### config.mk
export PLATFORM = sky130hd
export DESIGN_NAME = bitonic_sort_ctrl_flat
export DESIGN_NICKNAME = d
export VERILOG_FILES = /design/src/rtl/bitonic_sort_ctrl_if.sv /design/src/rtl/bitonic_sort_ctrl.sv /design/src/flat_wrapper.sv
export SDC_FILE = /design/constraint.sdc
export NUM_CORES = 1
export LEC_CHECK = 0
export CORE_UTILIZATION = 25
export CTS_BUF_LIST = sky130_fd_sc_hd__clkbuf_4 sky130_fd_sc_hd__clkbuf_8
export DETAILED_ROUTE_END_ITERATION = 8
export GPL_TIMING_DRIVEN = 0
export HOLD_SLACK_MARGIN = 0.12
export MAX_ROUTING_LAYER = met4
export PLACE_DENSITY = 0.44
export SLEW_MARGIN = 40
export SYNTH_ARGS = -nofsm -noshare
export SYNTH_HDL_FRONTEND = slang
export SYNTH_SLANG_ARGS = --single-unit
export TNS_END_PERCENT = 1
### constraint.sdc
create_clock -name clk -period 9.7 [get_ports clk]
set_clock_uncertainty 0.15 [all_clocks]
set_input_delay 2.425 -clock clk [delete_from_list [all_inputs] [get_ports clk]]
set_output_delay 2.425 -clock clk [all_outputs]
set_load 0.005 [all_outputs]
### src/rtl/bitonic_sort_ctrl_if.sv
// Serial producer/consumer bus for the bitonic sort sequencer.
// The desc sideband only exists when BITONIC_CTRL_DESC_EN is defined.
interface bitonic_sort_ctrl_if #(
    parameter int DATA_W = 8
);
    logic              in_valid;
    logic              in_ready;
    logic [DATA_W-1:0] in_data;
    logic              out_valid;
    logic              out_ready;
    logic [DATA_W-1:0] out_data;
    logic              busy;
    logic              done;
`ifdef BITONIC_CTRL_DESC_EN
    logic              desc;
`endif

    // Producer/consumer side: supplies input words and takes sorted words.
    modport master (
`ifdef BITONIC_CTRL_DESC_EN
        output desc,
`endif
        output in_valid, in_data, out_ready,
        input  in_ready, out_valid, out_data, busy, done
    );

    // Sorter side.
    modport slave (
`ifdef BITONIC_CTRL_DESC_EN
        input  desc,
`endif
        input  in_valid, in_data, out_ready,
        output in_ready, out_valid, out_data, busy, done
    );
endinterface

### src/rtl/bitonic_sort_ctrl.sv
// 8-entry bitonic sort sequencer: serial load, six compare layers on one
// shared bank of four compare-exchange lanes, then serial registered output.
// Optional macro BITONIC_CTRL_DESC_EN adds a desc input that reverses the
// read-out order (largest first) for the batch it was sampled with.
module bitonic_sort_ctrl #(
    parameter int DATA_W = 8
) (
    input  logic                clk,
    input  logic                reset,
    bitonic_sort_ctrl_if.slave  bus
);
    typedef enum logic [1:0] {LOAD, SORT, OUT} state_t;

    state_t            state_q, state_d;
    logic [2:0]        cnt_q, cnt_d;
    logic [2:0]        layer_q, layer_d;
    logic              out_valid_q, out_valid_d;
    logic [DATA_W-1:0] out_data_q, out_data_d;
    logic [DATA_W-1:0] r_q [8];
    logic [DATA_W-1:0] r_d [8];
`ifdef BITONIC_CTRL_DESC_EN
    logic              desc_q, desc_d;
`endif

    logic              in_fire;
    logic [2:0]        rd_nxt;
    logic [2:0]        lane_i [4];
    logic [2:0]        lane_j [4];
    logic              lane_asc [4];
    logic [DATA_W-1:0] lane_new_i [4];
    logic [DATA_W-1:0] lane_new_j [4];

    // Input is only offered in LOAD and never while reset is held.
    assign bus.in_ready  = (state_q == LOAD) && !reset;
    assign in_fire       = bus.in_valid && bus.in_ready;
    assign bus.out_valid = out_valid_q;
    assign bus.out_data  = out_data_q;
    assign bus.busy      = (state_q != LOAD);
    assign bus.done      = in_fire && (cnt_q == 3'd7);

    // Index pairs and direction of the four lanes for the current layer.
    always_comb begin
        lane_i   = '{3'd0, 3'd2, 3'd4, 3'd6};
        lane_j   = '{3'd1, 3'd3, 3'd5, 3'd7};
        lane_asc = '{1'b1, 1'b1, 1'b1, 1'b1};
        case (layer_q)
            3'd0: lane_asc = '{1'b1, 1'b0, 1'b1, 1'b0};
            3'd1: begin
                lane_i   = '{3'd0, 3'd1, 3'd4, 3'd5};
                lane_j   = '{3'd2, 3'd3, 3'd6, 3'd7};
                lane_asc = '{1'b1, 1'b1, 1'b0, 1'b0};
            end
            3'd2: lane_asc = '{1'b1, 1'b1, 1'b0, 1'b0};
            3'd3: begin
                lane_i = '{3'd0, 3'd1, 3'd2, 3'd3};
                lane_j = '{3'd4, 3'd5, 3'd6, 3'd7};
            end
            3'd4: begin
                lane_i = '{3'd0, 3'd1, 3'd4, 3'd5};
                lane_j = '{3'd2, 3'd3, 3'd6, 3'd7};
            end
            default: ;
        endcase
    end

    // Four compare-exchange lanes; strict compares so equal words stay put.
    always_comb begin
        for (int k = 0; k < 4; k++) begin
            logic [DATA_W-1:0] a;
            logic [DATA_W-1:0] b;
            logic              swap;
            a    = r_q[lane_i[k]];
            b    = r_q[lane_j[k]];
            swap = lane_asc[k] ? (a > b) : (a < b);
            lane_new_i[k] = swap ? b : a;
            lane_new_j[k] = swap ? a : b;
        end
    end

    // Next-state logic for the load / sort / drain sequence.
    always_comb begin
        state_d     = state_q;
        cnt_d       = cnt_q;
        layer_d     = layer_q;
        out_valid_d = out_valid_q;
        out_data_d  = out_data_q;
        for (int k = 0; k < 8; k++) r_d[k] = r_q[k];
        rd_nxt = cnt_q + 3'd1;
`ifdef BITONIC_CTRL_DESC_EN
        desc_d = desc_q;
        if (desc_q) rd_nxt = 3'd6 - cnt_q;
`endif
        case (state_q)
            LOAD: begin
                if (in_fire) begin
                    r_d[cnt_q] = bus.in_data;
`ifdef BITONIC_CTRL_DESC_EN
                    if (cnt_q == 3'd0) desc_d = bus.desc;
`endif
                    if (cnt_q == 3'd7) begin
                        state_d = SORT;
                        cnt_d   = 3'd0;
                        layer_d = 3'd0;
                    end else begin
                        cnt_d = cnt_q + 3'd1;
                    end
                end
            end
            SORT: begin
                for (int k = 0; k < 4; k++) begin
                    r_d[lane_i[k]] = lane_new_i[k];
                    r_d[lane_j[k]] = lane_new_j[k];
                end
                if (layer_q == 3'd5) begin
                    // Last layer pairs (0,1)..(6,7), so r[0] and r[7] come
                    // straight from lanes 0 and 3; the first word is
                    // registered without waiting an extra cycle.
                    state_d     = OUT;
                    layer_d     = 3'd0;
                    out_valid_d = 1'b1;
                    out_data_d  = lane_new_i[0];
`ifdef BITONIC_CTRL_DESC_EN
                    if (desc_q) out_data_d = lane_new_j[3];
`endif
                end else begin
                    layer_d = layer_q + 3'd1;
                end
            end
            OUT: begin
                if (out_valid_q && bus.out_ready) begin
                    if (cnt_q == 3'd7) begin
                        out_valid_d = 1'b0;
                        cnt_d       = 3'd0;
                        state_d     = LOAD;
                    end else begin
                        cnt_d      = cnt_q + 3'd1;
                        out_data_d = r_q[rd_nxt];
                    end
                end
            end
            default: state_d = LOAD;
        endcase
    end

    // State register with synchronous clear of everything, data included.
    always_ff @(posedge clk) begin
        if (reset) begin
            state_q     <= LOAD;
            cnt_q       <= 3'd0;
            layer_q     <= 3'd0;
            out_valid_q <= 1'b0;
            out_data_q  <= '0;
            for (int k = 0; k < 8; k++) r_q[k] <= '0;
`ifdef BITONIC_CTRL_DESC_EN
            desc_q      <= 1'b0;
`endif
        end else begin
            state_q     <= state_d;
            cnt_q       <= cnt_d;
            layer_q     <= layer_d;
            out_valid_q <= out_valid_d;
            out_data_q  <= out_data_d;
            for (int k = 0; k < 8; k++) r_q[k] <= r_d[k];
`ifdef BITONIC_CTRL_DESC_EN
            desc_q      <= desc_d;
`endif
        end
    end
endmodule
### src/flat_wrapper.sv
// flat-port wrapper written by rule: the top's interface ports become plain ports
module bitonic_sort_ctrl_flat 
#(
    parameter int DATA_W = 8
)
  (clk, reset, bus_in_valid, bus_in_data, bus_out_ready, bus_in_ready, bus_out_valid, bus_out_data, bus_busy, bus_done);
  bitonic_sort_ctrl_if #(.DATA_W(DATA_W)) bus_i ();
  input  logic clk;
  input  logic reset;
  input wire logic [$bits(bus_i.in_valid)-1:0] bus_in_valid;
  input wire logic [$bits(bus_i.in_data)-1:0] bus_in_data;
  input wire logic [$bits(bus_i.out_ready)-1:0] bus_out_ready;
  output wire logic [$bits(bus_i.in_ready)-1:0] bus_in_ready;
  output wire logic [$bits(bus_i.out_valid)-1:0] bus_out_valid;
  output wire logic [$bits(bus_i.out_data)-1:0] bus_out_data;
  output wire logic [$bits(bus_i.busy)-1:0] bus_busy;
  output wire logic [$bits(bus_i.done)-1:0] bus_done;
  assign bus_i.in_valid = bus_in_valid;
  assign bus_i.in_data = bus_in_data;
  assign bus_i.out_ready = bus_out_ready;
  assign bus_in_ready = bus_i.in_ready;
  assign bus_out_valid = bus_i.out_valid;
  assign bus_out_data = bus_i.out_data;
  assign bus_busy = bus_i.busy;
  assign bus_done = bus_i.done;
  bitonic_sort_ctrl #(.DATA_W(DATA_W)) u_core (.clk(clk), .reset(reset), .bus(bus_i));
endmodule
======== Word level (Yosys, flattened, before mapping) ========
Memories as Yosys holds them, arrays and structs flattened.
Index checks and enable logic that the tools add are counted.
cells by class
  add/sub/neg operators ................... 2
  order comparisons ....................... 26
  equal/unequal tests ..................... 14
  multiplexer cells ....................... 77
  bitwise operators ....................... 17
  reductions and logical operators ........ 27
operators with widths
  cell                                                                           count
  64-bit bitwise mux                                                             9
  8-bit two-way mux                                                              28
  8-bit demux with 3-bit select                                                  9
  64-bit one-hot mux with 2 select lines                                         1
  64-bit two-way mux                                                             1
  4-bit >= comparator (second input constant)                                    9
  4-bit by 1-bit less-than comparator with 1-bit output (second input constant)  9
  8-bit greater-than comparator                                                  4
  8-bit less-than comparator                                                     4
  8-bit one-hot mux with 2 select lines                                          2
  3-bit inverter with 4-bit output                                               7
  12-bit one-hot mux with 2 select lines                                         1
  3-bit two-way mux                                                              6
  3-bit one-hot mux with 2 select lines                                          3
  1-bit logical AND                                                              13
  1-bit two-way mux                                                              10
  2-bit two-way mux                                                              5
  3-bit == test (second input constant)                                          3
  2-bit by 1-bit != test with 1-bit output (second input constant)               4
  1-bit bitwise OR                                                               8
  4-bit AND reduction                                                            2
  2-bit nonzero test                                                             4
  3-bit by 1-bit adder with 3-bit output (second input constant)                 2
  3-bit by 2-bit == test with 1-bit output (second input constant)               2
  other kinds (14)                                                               17
word-level totals
  register bits ........................... 17
  memory bits (writable) .................. 64
  input bits .............................. 12
  output and inout bits ................... 12
  word-level logic and storage cells ...... 169
  memories kept ........................... 1
memory list
  memory      depth  bits a word  rd ports  clocked after memory_dff  write ports  RTL line                 source
  u_core.r_q  8      8            16        0                         8            bitonic_sort_ctrl.sv:19  logic [DATA_W-1:0] r_q [8];

======== Logic depth before layout (Yosys ltp) ========
Gate-level depths: netlist of run 1.
  depth after elaboration ................. 17
  mapped depth ............................ 21
  depth with buffers taken out ............ 14

======== Least setup slack after synthesis of run 1 ========
No wires, ideal clock.
  path kind ............................... input port to output port
  from .................................... input reset
  to ...................................... output bus_done
  data arrival time ....................... 3345 ps
  required time ........................... 7125 ps
  slack ................................... 3780 ps
  stages on the path ...................... 6
  buffers on the path ..................... 2
  cells stage by stage .................... clkbuf_1 -> nor3_1 -> and2_1 -> clkbuf_1 -> nand2_1 -> inv_1
on the way
  word-level cells in the longest chain between the ends .. 4
RTL lines
  item                    RTL line                 source
  from (decl)             flat_wrapper.sv:9        input logic reset;
  1-bit logical NOT       bitonic_sort_ctrl.sv:34  assign bus.in_ready = (state_q == LOAD) && !reset;
  1-bit logical AND       bitonic_sort_ctrl.sv:34
  named net bus_in_ready  flat_wrapper.sv:13       output wire logic [$bits(bus_i.in_ready)-1:0] bus_in_ready;
  1-bit logical AND       bitonic_sort_ctrl.sv:35  assign in_fire = bus.in_valid && bus.in_ready;
  1-bit logical AND       bitonic_sort_ctrl.sv:39  assign bus.done = in_fire && (cnt_q == 3'd7);
  to (decl)               flat_wrapper.sv:17       output wire logic [$bits(bus_i.done)-1:0] bus_done;
The timed path passes the listed nets, and every way through them passes these cells.

======== Worst setup path in the final report of run 1 ========
  from .................................... input reset
  to ...................................... output bus_done
on the way
  word-level cells in the longest chain between the ends .. 4
RTL lines
  item               RTL line
  1-bit logical NOT  bitonic_sort_ctrl.sv:34
  1-bit logical AND  bitonic_sort_ctrl.sv:34
  1-bit logical AND  bitonic_sort_ctrl.sv:35
  1-bit logical AND  bitonic_sort_ctrl.sv:39
Every way passes these cells.

==> results_dict.tcl, run 1 <==
set metrics [dict create \
    netlist_area_um2 7510 \
    yosysSeqAreaShare_pct 21.6 \
    yosys.area.top_type_share_pct 21.6 \
    avgViaCountPerCell 5.99 \
    power-per-cell-area_nw_per_um2 88.1 \
    synthArstFlopShare_pct 0 \
    worst_setup_path_end_kind "output pin" \
    synth_edf_count 0 \
    worst-setup-path-type "in -> out" \
    root_buffer "clkbuf_8" \
    grt_pass1_wl_um 55700 \
    final_max_slew_viol_count 0 \
    insertion_delay_ns 0.41 \
    fp-row-count 63 \
    maxCapViolCount 0 \
    postCtsSetupBuffers 0 \
    gp_congestion 1.00 \
    synth_area_leaders "dfxtp_1, mux4_2, mux2i_1, ha_1, nand2_1" \
    dr.pass1.iters 7 \
    reg2reg_depth 20 \
    drt_iter0_drc 1046 \
    finalWirelength_um 38500 \
    busiest_layer "met2" \
    grt.met2_usage_pct 39.7 \
    vias 8162 \
    cp-start-kind "input port" \
    io_pins 24 \
    cts_resized 0 \
    synthTopCellsByCount "nand2_1, nor2_1, dfxtp_1" \
    rsz0062_at_grt "no" \
    overflow 0 \
    htree_levels 3 \
    min_period_over_period_pct 72.0 \
    max_freq_mhz 143 \
    drt-wirelength-per-cell_um 28.3 \
    post-dp-hpwl_um 29100 \
    dieArea_um2 30700 \
    crit_fanout 8 \
    tightest_slew_ns 0.934 \
    critPathLaunch "reset" \
    nNetsFinal 1017 \
    ir_drop_v 0.0000518 \
    fillerInstances 3254 \
    grt_util_met1_pct 33.2 \
    grt_use_met3_pct 4.78 \
    hp-class "reg -> reg" \
    die_w_um 175 \
    max_slew_margin_pct 37.7 \
    cts_sinks 81 \
    grt_pass1_vias 7751 \
    status "finished, violations left" \
    min_from "u_core.bus.out_data[3]" \
    syn_area_per_cell_um2 8.02 \
    clk_pin_slew_worst_paths_ns 0.09 \
    ys_types 74 \
    cts_buffers 9 \
    io_buffers 22 \
    yosysTopAreaCell "dfxtp_1" \
    cts_buffer_depth 2 \
    hold_buffers 0 \
    ys.flop_type "dfxtp_1" \
    gr-usage-all-layers_pct 26.0 \
    worstReg2RegStart "u_core.layer_q[1]" \
    layout-drive-gt1-share_pct 15.0 \
    drcViolationCount 2 \
    layout_min_cycle_time_ns 6.98 \
    fp.dieH_um 175 \
    ant_nets 0 \
    start_util_pct 25.4 \
    failed_checks "design-rule violations" \
    hold_depth 1 \
    cts_tree "yes" \
    p_leak_nw 2.86 \
    antenna_found_initial 0 \
    crit_required_ns 7.13 \
    crit_arrival_ns 4.41 \
    setup_violations 0 \
    netlist_instances 936 \
    setup_tns_ns 0 \
    ys_warn_count 0 \
    coreArea_um2 29600 \
    synth_seq_cells 81 \
    grt_max_degree 13 \
    final_util_pct 28.5 \
    synth.most_common_cell "nand2_1" \
    synth_fp_nets 983 \
    areaGrowthSynthToFinish_pct 12.3 \
    hold_violations 0 \
    diodes 0 \
]
==> worst max-delay path, cell delays in order <==
cell and delay [ns]:
clkbuf_1 0.29, nor3_1 0.34, and2_1 0.17, clkbuf_1 0.46
nand2_1 0.15, inv_1 0.08, clkdlybuf4s50_1 0.49
==> layout make-up <==
class | instances | area, um^2 | share of cell area, %
plain buffers | 74 | 372 | 4.40
clock buffers | 10 | 138 | 1.63
clock inverters | 4 | 45.0 | 0.534
inverters | 26 | 97.6 | 1.16
multi-input cells | 755 | 5450 | 64.6
flip-flops and latches | 81 | 1620 | 19.2
well taps | 390 | 488 | 5.78
repair buffers | 23 | 228 | 2.70
==> sequential cells by signal (all words and copies together), names as in the netlist, named ones only <==
register,cells
u_core.bus.out_data,8
u_core.layer_q,3
u_core.state_q,2
u_core.cnt_q,3
u_core.r_q,56
u_core.bus.out_valid,1
==> power by group <==
part	switching (W)	internal [W]
logic	0.0000812	0.0000441
registers	0.00000698	0.000337
clock network	0.000152	0.000122
total	0.000240	0.000503
==> path summary, 6_finish.rpt <==
check | slack [ns] | endpoint
setup reg to reg | 3.47 | u_core.r_q[2][5]
hold / removal | 0.32 | u_core.bus.out_data[3]
hold reg to reg | 0.32 | u_core.bus.out_data[3]
setup / recovery | 2.72 | bus_done
==> metal layers <==
layer	routed length [um]	share of wire (%)
met4	1830	4.7
met3	3610	9.4
met1	15700	41
met5	0	0
met2	17400	45
==> layout by cell type, fill, tap and decap left out, drive strengths merged, types with 20 or more instances in the layout <==
cell	netlist	routed
a21oi	64	64
a31oi	20	20
buf	37	38
clkbuf	37	47
clkdlybuf4s50	0	22
dfxtp	81	81
ha	35	35
inv	26	26
mux2	22	22
mux2i	63	63
mux4	32	32
nand2	117	117
nand3	22	22
nor2	110	110
o21ai	52	52
==> through the flow <==
step                      area (um^2)  instances  total power, W  hold slack, ns  worst slack (ns)
after CTS                        8420       1362        0.000743           0.328              2.77
after detailed placement         8240       1348        0.000473           0.307              2.79
after global routing             8440       1363        0.000767           0.341              2.62
after floorplan                  7510        936        0.000426           0.316              3.78
after global placement           8220       1348        0.000474           0.300              2.81
final                            8440       1363        0.000743           0.323              2.72
==> cell families after synthesis <==
family,after synthesis,synth area share (%)
and+or+nand+nor,329,19.8
AOI/OAI and AO/OA,272,24.8
muxes,117,21.6
buffers and inverters,100,6.13
DFF,81,21.6
adders and majority gates,35,5.83
xor gates and xnor gates,2,0.233
No activity file was read; power rests on OpenSTA's default activity.
==> run 2, diff against run 1 <==
Settings changed: PLACE_DENSITY 0.44 to 0.46.
Clock period 9.7 ns to 6 ns, I/O delays scaled along.
==> results_dict.tcl, run 2 (synthesis results as in run 1) <==
set metrics [dict create \
    crit_fanout 10 \
    route.met3.wl_um 4360 \
    insertion_delay_ns 0.41 \
    die_w_um 175 \
    io_buffers 22 \
    diodes 0 \
    crit_arrival_ns 5.93 \
    fillerInstances 3240 \
    cts_buffers 9 \
    regToRegSetupSlack_ns 0.20 \
    placedCellCount 1348 \
    cp-start-kind "flip-flop" \
    p_sw_w 0.000387 \
    swShare_pct 32.1 \
    clock_power_share_pct 37.2 \
    dieArea_um2 30700 \
    ant_nets 0 \
    timing.rr.end "u_core.r_q[2][5]" \
    reg2reg_depth 19 \
    final_common_cell "nand2_1" \
    path_cells "buf_2, and2_1, ha_1, buf_2, buf_2, clkbuf_1, clkbuf_2, o21ai_0, ha_1, nor2b_1, o211ai_1, a21oi_1, o31ai_2, and2_1, buf_6, buf_6, o31ai_1, o21ai_0, o221ai_1" \
    post-dp-hpwl_um 29300 \
    areaGrowthSynthToFinish_pct 12.3 \
    crit_required_ns 6.13 \
    largest_reg_flops 56 \
    worst-setup-path-type "reg -> reg" \
    worst_setup_path_end_kind "flip-flop" \
    start_util_pct 25.4 \
    fp.dieH_um 175 \
    worstReg2RegStart "u_core.layer_q[1]" \
    layout-drive-gt1-share_pct 15.3 \
    avgViaCountPerCell 6.14 \
    setup_violations 0 \
    met1_length_um 15400 \
    root_buffer "clkbuf_8" \
    rsz0062_at_grt "no" \
    coreArea_um2 29600 \
    hold_ws_ns 0.323 \
    critPathSlowestCell "clkbuf_1" \
    grt_pass1_wl_um 56000 \
    hold_depth 1 \
    grt_pass1_vias 7824 \
    gr-usage-all-layers_pct 26.0 \
    internal-power_w 0.000819 \
    gp_congestion 1.01 \
    cts_tree "yes" \
    finalWirelength_um 38600 \
    drt_iter0_drc 1266 \
    vias 8365 \
    p_leak_nw 2.86 \
    p_comb_share_pct 16.6 \
    max_stage_delay_ns 0.57 \
    final_util_pct 28.5 \
    htree_levels 3 \
    nNetsFinal 1016 \
    drt-wirelength-per-cell_um 28.4 \
    finalInstanceArea_um2 8440 \
    fp-row-count 63 \
    dpl_cell_area_um2 8240 \
    cts_buffer_depth 2 \
    antenna_found_initial 0 \
    dr_wl_met2_um 16600 \
    drcViolationCount 0 \
    clk_pin_slew_worst_paths_ns 0.10 \
    min_from "u_core.bus.out_data[2]" \
    fin_cells 1362 \
    overflow 0 \
    final_cell_mix "nand2_1, nor2_1, dfxtp_1, mux2i_1, a21oi_1" \
    layout_min_cycle_time_ns 5.80 \
    routed.top_layer "met4" \
    maxCapViolCount 0 \
    cpMostUsedCell "buf_2" \
    max_freq_mhz 172 \
    dr.pass1.iters 7 \
    status "completed" \
    hold_violations 0 \
    min_period_over_period_pct 96.7 \
    max_slew_margin_pct 37.8 \
    ir_drop_v 0.000104 \
    cts_sinks 81 \
    hp-class "reg -> reg" \
    postCtsSetupBuffers 0 \
    p_total_w 0.00121 \
    power-per-cell-area_nw_per_um2 143 \
    tightest_slew_ns 0.933 \
    final_max_slew_viol_count 0 \
    grt_max_degree 13 \
    seqPwrFrac_pct 46.2 \
    io_pins 24 \
    worst_hold_path.endpoint "u_core.bus.out_data[2]" \
    top_register "u_core.r_q" \
]
[run 2: metal layers]
layer | vias to the layer above | global-route usage (%)
met5 | - | -
met4 | 0 | 12.8
met3 | 134 | 5.39
met2 | 623 | 38.7
met1 | 4025 | 33.2
li1 | 3583 | -
[run 2: critical path, delay by kind of cell (launching register included)]
| family | cells | cell delay, ns |
|---|---|---|
| compound gates | 7 | 1.58 |
| fa+ha+maj | 2 | 0.71 |
| buf+inv | 7 | 2.33 |
| flops | 1 | 0.31 |
| simple gates | 3 | 0.58 |
[run 2: worst max-delay path by stage]
stage                                 start               end  slack, ns  depth (start not counted)
after global routing      u_core.layer_q[1]  u_core.r_q[2][5]       0.02                         19
after floorplan           u_core.layer_q[1]  u_core.r_q[5][2]       1.70                         19
final                     u_core.layer_q[1]  u_core.r_q[2][5]       0.20                         19
after detailed placement  u_core.layer_q[1]  u_core.r_q[2][5]       0.15                         20
after global placement    u_core.layer_q[1]  u_core.r_q[2][5]      -0.10                         18
after CTS                 u_core.layer_q[1]  u_core.r_q[2][5]       0.12                         20
[run 2: timing repair]
action,CTS,global route
setup endpoints to repair,0,32
endpoints found under the hold margin,0,0
gates resized for setup,0,6
hold buffers,0,0
[run 2: layout make-up]
class	instances	area, um^2	share of cell area, %
Buffer	74	377	4.46
Clock buffer	11	145	1.72
Clock inverter	3	42.5	0.504
Inverter	26	97.6	1.16
Multi-Input combinational cell	755	5450	64.5
Sequential cell	81	1620	19.2
Tap cell	390	488	5.78
Timing Repair Buffer	22	220	2.61
[run 2: per-stage QoR]
stage | setup slack, ns | TNS (ns)
floorplan | 1.70 | 0
global placement | -0.101 | -0.212
detailed placement | 0.153 | 0
CTS | 0.119 | 0
global route | 0.0166 | 0
finish | 0.200 | 0
[run 2: power by group through the flow]
| stage | clock [W] | combinational [W] | sequential (W) |
|---|---|---|---|
| 3_3_place_gp | 0 | 0.000195 | 0.000568 |
| 4_1_cts | 0.000449 | 0.000196 | 0.000556 |
| 3_5_place_dp | 0 | 0.000195 | 0.000569 |
| 6_report | 0.000448 | 0.000200 | 0.000556 |
| 5_1_grt | 0.000474 | 0.000212 | 0.000558 |
| 2_1_floorplan | 0 | 0.000124 | 0.000564 |
==> run 3, diff against run 2 <==
Settings changed: RECOVER_POWER set to 25.
==> results_dict.tcl, run 3 (synthesis results as in run 1) <==
set metrics [dict create \
    grt_max_degree 13 \
    path_cells "buf_2, and2_1, ha_1, buf_2, nand2b_1, buf_2, buf_2, mux2i_1, ha_1, o21ai_0, nor2_1, or4b_1, nand2_1, buf_4, mux2i_1, a21oi_1, a311oi_1" \
    critPathSlowestCell "or4b_1" \
    grt_pass1_vias 7824 \
    root_buffer "clkbuf_8" \
    hold_buffers 0 \
    cts_tree "yes" \
    io_pins 24 \
    grt_pass1_wl_um 56000 \
    dr.pass1.iters 9 \
    hp-class "reg -> reg" \
    layout-drive-gt1-share_pct 14.9 \
    crit_required_ns 6.16 \
    nNetsFinal 1016 \
    avgViaCountPerCell 6.10 \
    gp_congestion 1.01 \
    largest_reg_flops 56 \
    layout_min_cycle_time_ns 5.79 \
    start_util_pct 25.4 \
    hold_ws_ns 0.318 \
    worst-setup-path-type "reg -> reg" \
    ir_drop_v 0.0000975 \
    final_cell_mix "nand2_1, nor2_1, dfxtp_1, a21oi_1, mux2i_1" \
    worst_setup_path_end_kind "flip-flop" \
    fp.dieH_um 175 \
    max_freq_mhz 173 \
    p_leak_nw 2.88 \
    crit_arrival_ns 5.95 \
    fin_cells 1363 \
    rsz0062_at_grt "no" \
    die_w_um 175 \
    cts_sinks 81 \
    vias 8310 \
    areaGrowthSynthToFinish_pct 12.2 \
    io_buffers 22 \
    final_max_slew_viol_count 0 \
    coreArea_um2 29600 \
    placedCellCount 1348 \
    drt-wirelength-per-cell_um 28.3 \
    power-per-cell-area_nw_per_um2 142 \
    maxCapViolCount 0 \
    drt_iter0_drc 1173 \
    gr-usage-all-layers_pct 26.0 \
    max_slew_margin_pct 20.4 \
    insertion_delay_ns 0.40 \
    failed_checks "design-rule violations" \
    clk_pin_slew_worst_paths_ns 0.10 \
    final_common_cell "nand2_1" \
    cts_buffer_depth 2 \
    max_stage_delay_ns 0.68 \
    cts_buffers 9 \
    post-dp-hpwl_um 29300 \
    min_period_over_period_pct 96.6 \
    ant_nets 0 \
    cpMostUsedCell "buf_2" \
    hold_violations 0 \
    setup_violations 0 \
    fillerInstances 3238 \
    htree_levels 3 \
    finalWirelength_um 38600 \
    dieArea_um2 30700 \
    status "finished, violations left" \
    overflow 0 \
    antenna_found_initial 0 \
    tightest_slew_ns 1.19 \
    drcViolationCount 2 \
    top_register "u_core.r_q" \
    fp-row-count 63 \
    cp-start-kind "flip-flop" \
    crit_fanout 10 \
]
[run 3: cell types whose count changed in the layout (fill, tap and decap cells not counted)]
cell | before | now
buf_1 | 5 | 4
a21oi_2 | 3 | 2
buf_4 | 4 | 3
clkbuf_1 | 28 | 32
clkdlybuf4s50_1 | 22 | 11
clkbuf_2 | 9 | 8
a21oi_1 | 61 | 62
buf_2 | 22 | 21
diode_2 | 0 | 1
dlygate4sd3_1 | 0 | 11
[run 3: area by class of cell]
type | instances | area (um^2) | share of cell area, %
inverters | 26 | 97.6 | 1.16
multi-input cells | 755 | 5440 | 64.6
flip-flops and latches | 81 | 1620 | 19.2
clock inverters | 3 | 42.5 | 0.505
diodes | 1 | 2.50 | 0.0297
clock buffers | 11 | 145 | 1.72
repair buffers | 22 | 220 | 2.61
well taps | 390 | 488 | 5.79
plain buffers | 74 | 370 | 4.39
[run 3: metrics by stage]
stage / cell area, um^2 / power, W / TNS, ns / util [%] / setup slack, ns
floorplan: 7510 / 0.000688 / 0 / - / 1.70
global placement: 8220 / 0.000764 / -0.212 / 27.8 / -0.101
detailed placement: 8240 / 0.000764 / 0 / 27.9 / 0.153
CTS: 8430 / 0.00120 / 0 / 28.5 / 0.119
global route: 8430 / 0.00124 / 0 / 28.5 / 0.0123
finish: 8430 / 0.00120 / 0 / 28.5 / 0.207
[run 3: worst paths after layout]
| check | start | end | slack, ns | cells past startpoint |
|---|---|---|---|---|
| max | u_core.layer_q[1] | u_core.r_q[2][7] | 0.21 | 17 |
| min | u_core.bus.out_data[1] | u_core.bus.out_data[1] | 0.32 | 1 |
| max reg2reg | u_core.layer_q[1] | u_core.r_q[2][7] | 0.21 | 17 |
| min reg2reg | u_core.bus.out_data[1] | u_core.bus.out_data[1] | 0.32 | 1 |
[run 3: repair_timing]
action | CTS | global route
buffers inserted | 0 | 0
gates resized for setup | 0 | 6
setup endpoints to repair | 0 | 32
[run 3: power breakdown]
part | internal (W) | switching, W | leakage [nW]
sequential | 0.000545 | 0.0000117 | 0.654
clock | 0.000204 | 0.000241 | 0.0947
combinational | 0.0000698 | 0.000130 | 2.13
total | 0.000818 | 0.000382 | 2.88
[run 3: routing by layer]
layer | part of all wire [%] | up-vias | global-route usage, %
met1 | 41 | 3984 | 33.2
li1 | - | 3590 | -
met4 | 5.4 | 0 | 12.8
met2 | 43 | 604 | 38.7
met3 | 11 | 132 | 5.39
met5 | 0 | - | -
[run 3: critical path, delay by kind of cell, from the launching register on]
kind                     cells  cell delay [ns]
buffers and inverters        5             1.70
AND/OR/NAND/NOR              5             1.47
multiplexers                 2             0.79
adder cells (fa/ha/maj)      2             0.71
AO/OA/AOI/OAI                3             0.55
flip-flops                   1             0.31
